**config.mk**
```make
export PLATFORM = sky130hd
export DESIGN_NAME = intr_ctrl
export DESIGN_NICKNAME = d
export VERILOG_FILES = /design/src/rtl/intr_pkg.sv /design/src/rtl/sync_edge.sv /design/src/rtl/intr_ctrl.sv
export SDC_FILE = /design/constraint.sdc
export NUM_CORES = 1
export LEC_CHECK = 0
export ABC_AREA = 0
export CORE_MARGIN = 4
export CORE_UTILIZATION = 40
export DETAILED_ROUTE_END_ITERATION = 6
export GPL_ROUTABILITY_DRIVEN = 0
export PLACE_DENSITY = 0.74
export SLEW_MARGIN = 40
export SYNTH_ARGS = -nofsm -noshare
export SYNTH_HDL_FRONTEND = slang
export SYNTH_SLANG_ARGS = --single-unit
```
**constraint.sdc**
```tcl
create_clock -name clk -period 2.3 [get_ports clk]
set_input_delay 0.23 -clock clk [delete_from_list [all_inputs] [get_ports clk]]
set_output_delay 0.23 -clock clk [all_outputs]
set_load 0.01 [all_outputs]
```
**src/rtl/intr_pkg.sv**
```systemverilog
// Shared types for the interrupt controller: dispatch FSM states and source indices.
package intr_pkg;

   typedef enum logic [2:0] {
      IDLE,
      DISP1,
      DISP2,
      SERV1,
      SERV2,
      RET
   } state_e;

   localparam int SRC1    = 0;
   localparam int SRC2    = 1;
   localparam int NUM_SRC = 2;

endpackage

```
**src/rtl/sync_edge.sv**
```systemverilog
// Multi-flop synchroniser for one asynchronous request line with rising-edge detect.
module sync_edge
   import intr_pkg::*;
#(
   parameter int SYNC_STAGES = 2
) (
   input  logic clk,
   input  logic reset,
   input  logic async_in,
   output logic rise
);

   logic [SYNC_STAGES-1:0] sync_q;
   logic                   hist_q;

   always_ff @(posedge clk) begin
      if (!reset) begin
         sync_q <= '0;
         hist_q <= 1'b0;
      end else begin
         sync_q <= {sync_q[SYNC_STAGES-2:0], async_in};
         hist_q <= sync_q[SYNC_STAGES-1];
      end
   end

   assign rise = sync_q[SYNC_STAGES-1] & ~hist_q;

endmodule

```
**src/rtl/intr_ctrl.sv**
```systemverilog
// Two-source fixed-priority interrupt controller: latches requests, dispatches one
// strobe per interrupt and blocks nesting until return-from-interrupt.
module intr_ctrl
   import intr_pkg::*;
#(
   parameter int SYNC_STAGES = 2
) (
   input  logic       clk,
   input  logic       reset,
   input  logic       irq1_in,
   input  logic       irq2_in,
   input  logic [1:0] mask,
   input  logic       gie_set,
   input  logic       gie_clr,
   input  logic       inhibit,
   input  logic       reti,
   input  logic       clr_ovf,
   output logic       s_intr1,
   output logic       s_intr2,
   output logic [1:0] pending,
   output logic [1:0] in_service,
   output logic [1:0] overflow
);

   logic [NUM_SRC-1:0] rise;
   logic [NUM_SRC-1:0] elig;
   logic [NUM_SRC-1:0] disp;
   logic [NUM_SRC-1:0] pend_q, pend_d;
   logic [NUM_SRC-1:0] ovf_q, ovf_d;
   logic [NUM_SRC-1:0] insv_q, insv_d;
   logic               gie_q, gie_d;
   logic               s1_q, s1_d, s2_q, s2_d;
   state_e             state_q, state_d;

   sync_edge #(.SYNC_STAGES(SYNC_STAGES)) u_sync1 (
      .clk      (clk),
      .reset    (reset),
      .async_in (irq1_in),
      .rise     (rise[SRC1])
   );

   sync_edge #(.SYNC_STAGES(SYNC_STAGES)) u_sync2 (
      .clk      (clk),
      .reset    (reset),
      .async_in (irq2_in),
      .rise     (rise[SRC2])
   );

   assign elig = pend_q & ~mask & {NUM_SRC{gie_q & ~inhibit}};

   // Only IDLE may dispatch, so SERVx and RET naturally hold off any nesting.
   always_comb begin
      state_d = state_q;
      disp    = '0;
      case (state_q)
         IDLE: begin
            if (elig[SRC1]) begin
               state_d    = DISP1;
               disp[SRC1] = 1'b1;
            end else if (elig[SRC2]) begin
               state_d    = DISP2;
               disp[SRC2] = 1'b1;
            end
         end
         DISP1:   state_d = SERV1;
         DISP2:   state_d = SERV2;
         SERV1:   if (reti) state_d = RET;
         SERV2:   if (reti) state_d = RET;
         RET:     state_d = IDLE;
         default: state_d = IDLE;
      endcase
   end

   // A rise coinciding with dispatch re-arms pending rather than counting as overflow.
   always_comb begin
      pend_d = (pend_q & ~disp) | rise;
      ovf_d  = (ovf_q & ~{NUM_SRC{clr_ovf}}) | (rise & pend_q & ~disp);
      gie_d  = gie_clr ? 1'b0 : (gie_set ? 1'b1 : gie_q);
      s1_d   = (state_d == DISP1);
      s2_d   = (state_d == DISP2);
      insv_d = {(state_d == SERV2) || (state_d == DISP2),
                (state_d == SERV1) || (state_d == DISP1)};
   end

   always_ff @(posedge clk) begin
      if (!reset) begin
         state_q <= IDLE;
         pend_q  <= '0;
         ovf_q   <= '0;
         gie_q   <= 1'b0;
         s1_q    <= 1'b0;
         s2_q    <= 1'b0;
         insv_q  <= '0;
      end else begin
         state_q <= state_d;
         pend_q  <= pend_d;
         ovf_q   <= ovf_d;
         gie_q   <= gie_d;
         s1_q    <= s1_d;
         s2_q    <= s2_d;
         insv_q  <= insv_d;
      end
   end

   assign s_intr1    = s1_q;
   assign s_intr2    = s2_q;
   assign pending    = pend_q;
   assign in_service = insv_q;
   assign overflow   = ovf_q;

endmodule
```
### After elaboration in Yosys (flattened, before gate mapping)

Index checks and enable logic that the tools add are counted.

* output and inout port bits: 8
* bits in registers: 18

* bitwise gates (word level): 18
* reduce and logical (&&, ||, !) cells: 5
* eq/ne operators: 8
* muxes and demuxes: 8

Operators with widths (number)
* $and 2x2->2: 6
* $eq 3x2->1 const B: 4
* $pmux 3 s4: 1
* $mux 3: 3
* $eq 3x1->1 const B: 2
* $eq 3x3->1 const B: 2
* $not 2->2: 3
* $not 1->1: 4
* $or 2x2->2: 2
* $reduce_or 2->1: 2
* $and 1x1->1: 3
* $logic_not 3->1: 1
* $mux 1: 3
* $logic_or 1x1->1: 2
* $mux 2: 1

### Depth between registers and ports, before layout

* depth in word-level cells: 9
* mapped depth: 4

### Hierarchy

From an unflattened synthesis, not the netlist that was laid out.

* cell total of the unflattened synthesis: 69
* area total of the unflattened synthesis: 700.7 µm²

By module, submodules not included
* intr_ctrl: seq. area each 240.2 µm², area each 515.5 µm², cells each 55, instances 1
* sync_edge: seq. area each 60.1 µm², area each 92.6 µm², cells each 7, instances 2

### Worst setup path before layout

No wires, ideal clock.

* path kind: flip-flop to flip-flop
* start point: reg pend_q[1], in the netlist pending[1]
* end point: reg state_q[1]
* data arrival time: 0.944 ns
* path buffers: 0
* setup time: 0.115 ns
* setup slack: 1.242 ns
* required time: 2.185 ns
* period minus slack after synthesis: 1.058 ns
* stages on the path, launching flop included: 4
* path through: dfxtp_1 -> and4bb_1 -> o211a_1 -> o21a_1

* longest elaborated chain between the ends: 5

Ends and longest elaborated chain
* start: declaration: line intr_ctrl.sv:28 `logic [NUM_SRC-1:0] pend_q, pend_d;`
* start signal: assignment: line intr_ctrl.sv:96 `pend_q <= pend_d;`
* $and 2x2->2 (2 in series): line intr_ctrl.sv:49 `assign elig = pend_q & ~mask & {NUM_SRC{gie_q & ~inhibit}};`
* $mux 3: line intr_ctrl.sv:60 `end else if (elig[SRC2]) begin`
* $mux 3: line intr_ctrl.sv:57 `if (elig[SRC1]) begin`
* $pmux 3 s4: line intr_ctrl.sv:55 `case (state_q)`
* end signal: assignment: line intr_ctrl.sv:95 `state_q <= state_d;`
* end: declaration: line intr_ctrl.sv:33 `state_e state_q, state_d;`

No other way between the ends.
A chain may end at the register's enable or synchronous reset.

### Final worst setup path

* start point: reg pend_q[1], in the netlist pending[1]
* end point: out pending[1]

RTL lines
* end: declaration: line intr_ctrl.sv:20 `output logic [1:0] pending,`

No word-level cell between the ends.

==> impl_metrics.py <==
metrics = {
    "status": {
        "result_of_the_run": "finished, final reports clean",
    },
    "floorplanning": {
        "chip_width_um": 49.3,
        "core_region_area_um2": 1560,
        "die_area_um2": 2430,
        "start_util": 0.438,
        "fp-row-count": 14,
        "die_y_um": 49.3,
        "io_pins": 19,
    },
    "clock_network": {
        "count_of_cells_resized_by_post_cts_repair": 0,
        "clockRootBuffer": "sky130_fd_sc_hd__clkbuf_4",
        "cts-root-to-sink-buffers": 2,
        "cts_setup_buffers": 0,
        "ctsHtreeMaxLevel": 1,
        "clock_sink_count": 18,
        "worst_skew_pair.late_latency_ns": 0.29,
        "clock_pin_slew_reported_for_the_worst_setup_and_hold_paths_after_clock_tree_synthesis_ns": 0.10,
        "number_of_buffers_added_by_the_clock_tree_synthesis_step": 3,
        "tritoncts": "built",
        "ctsHoldBuffers": 0,
    },
    "synth": {
        "dominantRegCellSynth": "sky130_fd_sc_hd__dfxtp_1",
        "post_synthesis_register_bit_count": 18,
        "synth-edff-count": 0,
        "asyncSetResetFlopFracSynth": 0,
        "synthesis.nets": 77,
        "synth_seq_area_share": 0.527,
        "yosys_warnings": 0,
        "synth_area_um2": 683,
        "synth.distinct_cells": 30,
        "synth.avg_cell_area_um2": 10.4,
        "postSynthCellCount": 66,
    },
    "worst_setup_path": {
        "critPathCaptureType": "primary output",
        "cp-start-kind": "flip-flop",
        "critical_path_peak_fanout": 4,
        "path_class": "reg2out",
        "crit_path_max_incr_delay_ns": 0.56,
        "worst_path_dominant_cell_family": "buffers and inverters",
        "crit_path_cell_trace": "clkdlybuf4s50_1",
        "critical_path_arrival_ns": 1.25,
        "cpMaxStageDelayCell": "sky130_fd_sc_hd__clkdlybuf4s50_1",
        "cp_num_buf_inv": 1,
        "worstPathRequired_ns": 2.07,
    },
    "sta": {
        "transition_time_at_the_pin_with_the_least_slew_margin_ns": 0.516,
        "relative_max_transition_margin": 0.655,
        "finalClockSkew_ns": 0.00130,
        "rsz0062_at_grt": "false",
        "timing.final.crit_share": 0.643,
        "finalSetupViolCount": 0,
        "whs_ns": 0.450,
        "maxSlewViolCount": 0,
        "post-route-min-period_ns": 1.48,
        "finalHoldViolCount": 0,
        "timing.fmax_ghz": 0.677,
        "final.setup.tns_ns": 0,
    },
    "place": {
        "post-place-cells": 98,
        "io_buffer_count": 18,
        "detailed_place.area_um2": 872,
        "dp_hpwl_um": 898,
    },
    "route": {
        "detail_route.wl_per_cell_um": 12.6,
        "detail_route.drc_violations": 0,
        "first_pass_iters": 3,
        "routed_wl_mm": 1.28,
        "route.antenna.remaining_nets": 0,
        "via_per_inst": 5.31,
        "vias": 542,
        "drt-initial-drc-count": 4,
    },
    "final_layout": {
        "drive_gt1_frac": 0.105,
        "fin_cells": 102,
        "stdcell_area_um2": 908,
        "nNetsFinal": 98,
        "areaGrowthSynthToFinish_pct": 33.0,
        "num_antenna_cells": 0,
        "multi_input_comb_area_um2": 304,
        "fillers": 138,
        "ff_latch_area_um2": 360,
        "finalCoreUtilization": 0.583,
    },
    "global_routing": {
        "number_of_antenna_violations_at_the_first_check_in_global_routing": 0,
        "overflow": 0,
        "top_usage_layer": "met2",
        "grt_pass1_wl_mm": 2.15,
        "gr-usage-met3": 0.0642,
        "globalRouteMet2Util": 0.179,
        "globalRouteMet1Util": 0.130,
        "number_of_global_route_vias_before_repair": 515,
        "grt.total_usage": 0.117,
        "maximum_number_of_pins_on_one_net_before_global_route_repair": 18,
    },
    "run": {
        "timing.max_cap.violations": 0,
    },
    "hold_path": {
        "hold_path_class": "reg2reg",
    },
    "power": {
        "vdd_ir_drop_max_mv": 0.438,
        "power.density_nw_per_um2": 642,
        "total_leakage_power_nw": 0.359,
    },
}
state kept, by name, summed over array words and instances, names as in the netlist:
register / cells
gie_q: 1
in_service: 2
overflow: 2
pending: 2
s_intr1: 1
s_intr2: 1
state_q: 3
u_sync1.hist_q: 1
u_sync1.sync_q: 2
u_sync2.hist_q: 1
u_sync2.sync_q: 2
path summary, 6_finish.rpt:
| kind | slack, ns | cells past startpoint | endpoint | from |
|---|---|---|---|---|
| min | 0.45 | 1 | u_sync2.sync_q[1] | u_sync2.sync_q[0] |
| min reg2reg | 0.45 | 1 | u_sync2.sync_q[1] | u_sync2.sync_q[0] |
| max reg2reg | 1.07 | 3 | overflow[0] | state_q[1] |
| max | 0.82 | 1 | pending[1] | pending[1] |
synth_stat cells (2+ instances only):
library cell               count  share of area
sky130_fd_sc_hd__and2_1        6          0.055
sky130_fd_sc_hd__and4bb_1      2          0.037
sky130_fd_sc_hd__nor2b_1       2          0.018
sky130_fd_sc_hd__dfxtp_1      18           0.53
sky130_fd_sc_hd__o21a_1        2          0.022
sky130_fd_sc_hd__nand3_1       2          0.015
sky130_fd_sc_hd__nand2_1       3          0.016
sky130_fd_sc_hd__a21boi_1      2          0.022
sky130_fd_sc_hd__inv_1         2          0.011
sky130_fd_sc_hd__nor3_1        3          0.022
sky130_fd_sc_hd__nor2_1        3          0.016
sky130_fd_sc_hd__nor3b_1       2          0.022
sky130_fd_sc_hd__o21ai_1       2          0.015
metal layers:
| metal | up-vias | wire length [µm] |
|---|---|---|
| li1 | 273 | - |
| met1 | 252 | 583 |
| met2 | 15 | 575 |
| met3 | 2 | 108 |
| met4 | 0 | 15 |
| met5 | - | 0 |
cell families (layout without fill, tap and decap cells):
kind of cell	count (synthesis)	after routing	synth area share
DFF	18	18	0.527
buffers and inverters	4	24	0.0275
AOI/OAI and AO/OA	14	14	0.154
and+or+nand+nor	30	30	0.291
cell type report:
class | instances | share of cell area
Clock buffer | 4 | 0.0399
Multi-Input combinational cell | 44 | 0.335
Inverter | 2 | 0.00826
Tap cell | 16 | 0.0220
Timing Repair Buffer | 18 | 0.198
Sequential cell | 18 | 0.397
cells in the final DEF (no fill, tap or decap):
cell / count
sky130_fd_sc_hd__nor3_2: 1
sky130_fd_sc_hd__nand3_1: 2
sky130_fd_sc_hd__clkbuf_4: 3
sky130_fd_sc_hd__clkdlybuf4s50_1: 18
sky130_fd_sc_hd__o31a_1: 1
sky130_fd_sc_hd__nor2_1: 3
sky130_fd_sc_hd__nor3b_1: 2
sky130_fd_sc_hd__o211a_1: 1
sky130_fd_sc_hd__a32o_2: 1
sky130_fd_sc_hd__a21oi_1: 1
sky130_fd_sc_hd__nor3_1: 3
sky130_fd_sc_hd__a211oi_1: 1
sky130_fd_sc_hd__nand4bb_1: 1
sky130_fd_sc_hd__nor2b_2: 1
sky130_fd_sc_hd__dfxtp_1: 18
sky130_fd_sc_hd__inv_1: 2
sky130_fd_sc_hd__and4bb_1: 2
sky130_fd_sc_hd__o21ai_1: 2
sky130_fd_sc_hd__nand2_1: 3
sky130_fd_sc_hd__and2_1: 6
sky130_fd_sc_hd__a31oi_1: 1
sky130_fd_sc_hd__o32ai_1: 1
sky130_fd_sc_hd__nor4b_1: 1
sky130_fd_sc_hd__clkbuf_8: 1
sky130_fd_sc_hd__a21boi_1: 2
sky130_fd_sc_hd__o21bai_1: 1
sky130_fd_sc_hd__nand2b_1: 1
sky130_fd_sc_hd__and2b_2: 1
sky130_fd_sc_hd__nor2b_1: 2
sky130_fd_sc_hd__and3_2: 1
sky130_fd_sc_hd__o21a_1: 2
stage by stage:
stage	setup slack, ns	power, mW
after global placement	0.741	0.397
after CTS	0.810	0.590
after floorplan	1.24	0.365
after global routing	0.756	0.612
after detailed placement	0.726	0.398
final	0.822	0.583
power by group:
| part | internal, mW | switching (mW) |
|---|---|---|
| Combinational | 0.0369 | 0.0222 |
| Sequential | 0.323 | 0.00853 |
| Clock | 0.0965 | 0.0960 |
Power figures use the tool's default switching activity.
